File: src/rtl/dmem_lsu_ctrl.sv
// Load/store sequencer between the memory stage and a byte-lane data memory.
// Splits word-crossing accesses into two beats and extends load results.
module dmem_lsu_ctrl #(
    parameter bit ALLOW_MISALIGNED = 1'b1
) (
    input  logic        i_clk,
    input  logic        i_rst,
    input  logic        i_req_valid,
    output logic        o_req_ready,
    input  logic        i_req_we,
    input  logic [1:0]  i_req_size,
    input  logic        i_req_unsigned,
    input  logic [31:0] i_req_addr,
    input  logic [31:0] i_req_wdata,
    output logic        o_resp_valid,
    input  logic        i_resp_ready,
    output logic [31:0] o_resp_rdata,
    output logic        o_resp_err,
    output logic        o_resp_split,
    output logic [31:0] o_mem_addr,
    output logic [31:0] o_mem_wr_data,
    output logic [3:0]  o_mem_wr_en,
    input  logic [31:0] i_mem_rd_data
);

    typedef enum logic [1:0] {IDLE, BEAT0, BEAT1, RESP} state_t;

    state_t      r_state;
    logic        r_we;
    logic [1:0]  r_size;
    logic        r_uns;
    logic [31:0] r_addr;
    logic [31:0] r_wdata;
    logic [63:0] r_buf;
    logic        r_resp_valid;
    logic [31:0] r_rdata;
    logic        r_err;
    logic        r_split;
    logic [31:0] r_mem_addr;
    logic [31:0] r_mem_wr_data;
    logic [3:0]  r_mem_wr_en;

    logic        w_idle;
    logic        w_we;
    logic [1:0]  w_size;
    logic        w_uns;
    logic [31:0] w_addr;
    logic [31:0] w_wdata;
    logic [1:0]  w_off;
    logic [2:0]  w_nb;
    logic [3:0]  w_mask4;
    logic        w_cross;
    logic        w_bad;
    logic [7:0]  w_mask8;
    logic [63:0] w_shift;
    logic [63:0] w_rbuf;
    logic [31:0] w_rsh;
    logic [31:0] w_ldata;
    logic [31:0] w_result;

    // In IDLE the request ports are decoded directly; afterwards the latched copy.
    assign w_idle  = (r_state == IDLE);
    assign w_we    = w_idle ? i_req_we       : r_we;
    assign w_size  = w_idle ? i_req_size     : r_size;
    assign w_uns   = w_idle ? i_req_unsigned : r_uns;
    assign w_addr  = w_idle ? i_req_addr     : r_addr;
    assign w_wdata = w_idle ? i_req_wdata    : r_wdata;
    assign w_off   = w_addr[1:0];

    always_comb begin
        w_nb    = 3'd0;
        w_mask4 = 4'b0000;
        unique case (w_size)
            2'b00:   begin w_nb = 3'd1; w_mask4 = 4'b0001; end
            2'b01:   begin w_nb = 3'd2; w_mask4 = 4'b0011; end
            2'b10:   begin w_nb = 3'd4; w_mask4 = 4'b1111; end
            default: begin w_nb = 3'd0; w_mask4 = 4'b0000; end
        endcase
    end

    assign w_cross = ({1'b0, w_off} + w_nb) > 3'd4;
    assign w_bad   = (w_size == 2'b11) || (w_cross && !ALLOW_MISALIGNED);
    assign w_mask8 = {4'b0000, w_mask4} << w_off;
    assign w_shift = {32'd0, w_wdata} << {w_off, 3'b000};

    // Merge the beat being read this cycle with what was already buffered.
    assign w_rbuf = (r_state == BEAT0) ? {r_buf[63:32], i_mem_rd_data}
                                       : {i_mem_rd_data, r_buf[31:0]};
    assign w_rsh  = 32'(w_rbuf >> {w_off, 3'b000});

    always_comb begin
        w_ldata = w_rsh;
        unique case (w_size)
            2'b00:   w_ldata = {{24{!w_uns && w_rsh[7]}}, w_rsh[7:0]};
            2'b01:   w_ldata = {{16{!w_uns && w_rsh[15]}}, w_rsh[15:0]};
            default: w_ldata = w_rsh;
        endcase
    end

    assign w_result = w_we ? 32'd0 : w_ldata;

    always_ff @(posedge i_clk or posedge i_rst) begin
        if (i_rst) begin
            r_state       <= IDLE;
            r_we          <= 1'b0;
            r_size        <= 2'b00;
            r_uns         <= 1'b0;
            r_addr        <= 32'd0;
            r_wdata       <= 32'd0;
            r_buf         <= 64'd0;
            r_resp_valid  <= 1'b0;
            r_rdata       <= 32'd0;
            r_err         <= 1'b0;
            r_split       <= 1'b0;
            r_mem_addr    <= 32'd0;
            r_mem_wr_data <= 32'd0;
            r_mem_wr_en   <= 4'b0000;
        end else begin
            unique case (r_state)
                IDLE: begin
                    if (i_req_valid) begin
                        r_we    <= i_req_we;
                        r_size  <= i_req_size;
                        r_uns   <= i_req_unsigned;
                        r_addr  <= i_req_addr;
                        r_wdata <= i_req_wdata;
                        r_split <= 1'b0;
                        r_rdata <= 32'd0;
                        r_err   <= w_bad;
                        if (w_bad) begin
                            r_resp_valid <= 1'b1;
                            r_state      <= RESP;
                        end else begin
                            r_state    <= BEAT0;
                            r_mem_addr <= {i_req_addr[31:2], 2'b00};
                            if (i_req_we) begin
                                r_mem_wr_en   <= w_mask8[3:0];
                                r_mem_wr_data <= w_shift[31:0];
                            end
                        end
                    end
                end
                BEAT0: begin
                    r_buf[31:0] <= i_mem_rd_data;
                    r_mem_wr_en   <= (w_cross && r_we) ? w_mask8[7:4] : 4'b0000;
                    r_mem_wr_data <= (w_cross && r_we) ? w_shift[63:32] : 32'd0;
                    if (w_cross) begin
                        r_state    <= BEAT1;
                        r_mem_addr <= r_mem_addr + 32'd4;
                    end else begin
                        r_state      <= RESP;
                        r_resp_valid <= 1'b1;
                        r_rdata      <= w_result;
                    end
                end
                BEAT1: begin
                    r_buf[63:32]  <= i_mem_rd_data;
                    r_mem_wr_en   <= 4'b0000;
                    r_mem_wr_data <= 32'd0;
                    r_state       <= RESP;
                    r_resp_valid  <= 1'b1;
                    r_split       <= 1'b1;
                    r_rdata       <= w_result;
                end
                RESP: begin
                    if (i_resp_ready) begin
                        r_resp_valid <= 1'b0;
                        r_state      <= IDLE;
                    end
                end
            endcase
        end
    end

    assign o_req_ready   = w_idle && !i_rst;
    assign o_resp_valid  = r_resp_valid;
    assign o_resp_rdata  = r_rdata;
    assign o_resp_err    = r_err;
    assign o_resp_split  = r_split;
    assign o_mem_addr    = r_mem_addr;
    assign o_mem_wr_data = r_mem_wr_data;
    assign o_mem_wr_en   = r_mem_wr_en;

endmodule

File: config.mk
export PLATFORM = sky130hd
export DESIGN_NAME = dmem_lsu_ctrl
export DESIGN_NICKNAME = d
export VERILOG_FILES = /design/src/rtl/dmem_lsu_ctrl.sv
export SDC_FILE = /design/constraint.sdc
export NUM_CORES = 1
export LEC_CHECK = 0
export ABC_AREA = 1
export BUFFER_PORTS_ARGS = -buffer_cell sky130_fd_sc_hd__buf_2
export CAP_MARGIN = 20
export CORE_MARGIN = 10
export CORE_UTILIZATION = 49
export DETAILED_ROUTE_END_ITERATION = 10
export GPL_TIMING_DRIVEN = 0
export PLACE_DENSITY = 0.71
export SYNTH_ARGS = -nofsm -noshare
export SYNTH_HDL_FRONTEND = slang
export SYNTH_SLANG_ARGS = --single-unit
File: constraint.sdc
create_clock -name i_clk -period 9.3 [get_ports i_clk]
set_input_delay 0.93 -clock i_clk [delete_from_list [all_inputs] [get_ports i_clk]]
set_output_delay 0.93 -clock i_clk [all_outputs]
set_load 0.05 [all_outputs]
==> reports/metrics.cfg <==
[run_status]
status=finished clean

[critical_path]
startpoint_type=flop
crit_arrival_ns=4.77
critPathBufInv=6
slowest_stage=o21ai_0
endpoint_kind=flop
crit_family=adder cells
crit_type=reg2reg
required_ns=9.70
critPathMaxStageDelay_ns=0.49
path_max_fanout=10
path_cells=inv_1 > ha_1 > buf_4 > buf_6 > buf_4 > o21ai_0 > inv_1 > ha_1 > ha_1 > inv_1 > fa_1 > nand2_1 > nand3_1 > nor3_4 > nand2_4 > o21ai_1 > nand2_1 > nand2_1

[clock_tree]
hold_buffers=0
clockBufferDepth=2
cts_tree=done
clk_transition_reported_paths_ns=0.08
cts_made_buffers=17
insertion_delay_ns=0.45
cts_setup_buffers=0
cts.sinks=197
cts_max_level=4
root_buffer=clkbuf_16
cts-resized-gates=0

[floorplan]
dieHeight_microns=176.2
die-area_sq_mm=0.03103
floorplan.initialDensity_pct=49.42
row_count=57
die_w_microns=176.2
ioPinCount=208
core_sq_mm=0.02418

[global_routing]
grtUsageTotal_pct=27.15
grt_antenna_before_repair=3
grt_max_degree=108
grt_overflow_total=0
grt_pass1_wl_mm=66.48
grt_pass1_vias=12220

[yosys]
syn_area_per_cell_sq_um=6.693
synthCells=1785
synth_ff_type=dfrtp_1
ys_async_sr_fraction_pct=100.0
synth-xor-area-share_pct=0.5131
ys_ff_latch=197
ys_warn_count=0
synth_top_area_cell=dfrtp_1
ys_seq_area_share_pct=41.26
synth_top_family_by_area=simple AND/OR/NAND/NOR gates
syn_area_sq_mm=0.01195
synthMuxAreaShare_pct=0
yosys-top-cells-area=dfrtp_1 (41%), nand2_1 (25%), nand3_1 (5.6%)
synth_top_area_share_pct=41.26
synth_fa_ha_area_share_pct=1.320
synth_common_cells=nand2_1 (788), dfrtp_1 (197), inv_1 (165)
ys_types=44
synth_most_common_cell=nand2_1
synth-compound-area-share_pct=10.18
synth_edf_count=0
synth-simple-area-share_pct=36.56

[drt]
wl_met2_mm=20.20
drt_wl_total_mm=42.74
ant_nets=0
dr_wl_met3_mm=2.981
drt-initial-drc-count=1288
top_layer=met4
vias=12480
viasPerCell=5.306
drt-met1-wl_mm=18.19
wire_per_inst_microns=18.18
first_pass_iters=6
drc=0

[sta]
finalCritPeriodShare_pct=47.06
max_freq_mhz=228.5
setup_viol=0
fin_tns_setup_ns=0
rsz0062_at_grt=false
worst_pin_slew_ns=0.7297
hold_viol=0
drv_slew=0
finalCriticalPeriod_ns=4.376
skew_ns=0.01476
max-slew-margin-rel_pct=51.18

[place]
dp_hpwl_mm=32.80
gp_congestion=0.9636
numPortBuffers=205

[layout]
fin_nets=2127
area_delta_synth_final_pct=17.03
drive_gt1_share_pct=17.09

[run]
maxCapViolations=0

[min_path]
hp-class=reg2reg

==> cell families (layout without fill, tap and decap cells) <==
logic type / after synthesis / in the layout
flops: 197 / 197
compound gates: 235 / 235
other cells: 1 / 5
fa+ha+maj: 12 / 12
buf+inv: 263 / 501
xor+xnor: 7 / 7
simple gates: 1070 / 1070
==> registers in the layout (all words and copies together), names as in the netlist, 2 cells and up <==
signal         cells
o_mem_wr_data     32
r_state            2
r_size             2
r_wdata           32
o_mem_addr        30
o_mem_wr_en        4
r_buf             56
r_addr             2
o_resp_rdata      32
==> per-layer routing <==
layer | track usage (%) | vias up
li1 | - | 6010
met1 | 34.58 | 5880
met2 | 44.75 | 509
met3 | 5.105 | 76
met4 | 10.70 | 0
met5 | 0 | -
==> per-stage QoR <==
step	hold slack [ns]	setup slack [ns]	cells	util, %	instance area [sq um]
2_1_floorplan	0.4471	3.001	1786	-	11950
3_3_place_gp	0.4613	0.4534	2315	55.35	13380
3_5_place_dp	0.4598	4.976	2316	55.50	13420
4_1_cts	0.4808	4.976	2348	57.80	13970
5_1_grt	0.4934	4.624	2351	57.83	13980
6_report	0.4797	4.924	2351	57.83	13980
==> final cells by class <==
class	count	area, sq um
buffer	93	570.5
clock inverter	13	113.9
multi-input combinational	1326	5811
inverter	170	648.1
sequential	197	4930
timing repair buffer	206	1054
fill	2395	10190
tap	324	405.4
clock buffer	19	442.9
antenna	3	7.507
==> final timing paths <==
check	start	end	slack [ns]	cells past startpoint
worst max-delay path	r_state[0]$_DFFE_PP0P_	o_mem_wr_data[23]$_DFFE_PP0P_	4.92	18
worst min-delay path	o_resp_rdata[14]$_DFFE_PP0P_	o_resp_rdata[14]$_DFFE_PP0P_	0.48	2
worst max register to register	r_state[0]$_DFFE_PP0P_	o_mem_wr_data[23]$_DFFE_PP0P_	4.92	18
worst min register to register	o_resp_rdata[14]$_DFFE_PP0P_	o_resp_rdata[14]$_DFFE_PP0P_	0.48	2
max in group asynchronous	i_rst	o_resp_rdata[11]$_DFFE_PP0P_	7.74	3
min in group asynchronous	i_rst	o_mem_addr[2]$_DFFE_PP0P_	0.57	2
==> worst reg2reg max path: stages (launching register included) <==
cell and delay, ns:
dfrtp_1 0.43, inv_1 0.11, ha_1 0.27, buf_4 0.21
buf_6 0.16, buf_4 0.18, o21ai_0 0.49, inv_1 0.14
ha_1 0.28, ha_1 0.19, inv_1 0.07, fa_1 0.42
nand2_1 0.11, nand3_1 0.17, nor3_4 0.45, nand2_4 0.16
o21ai_1 0.33, nand2_1 0.09, nand2_1 0.07
==> placed cells by master, fill, tap and decap left out, types with 9 or more instances in the layout <==
master     synthesis  routed
buf_2             45     250
clkbuf_1          11      12
a31oi_1           10      10
buf_6              9       9
o21ai_1           32      32
a21oi_1           54      54
inv_1            165     164
buf_4             25      25
nand2_1          788     788
o21ai_0          128     128
clkbuf_16          0      17
nor2_1           116     116
ha_1              11      11
nand3_1          133     133
dfrtp_1          197     197
Power is left out: the tool's default activity adds up to more than one toggle a clock period on the data nets, which glitch-free logic cannot reach.
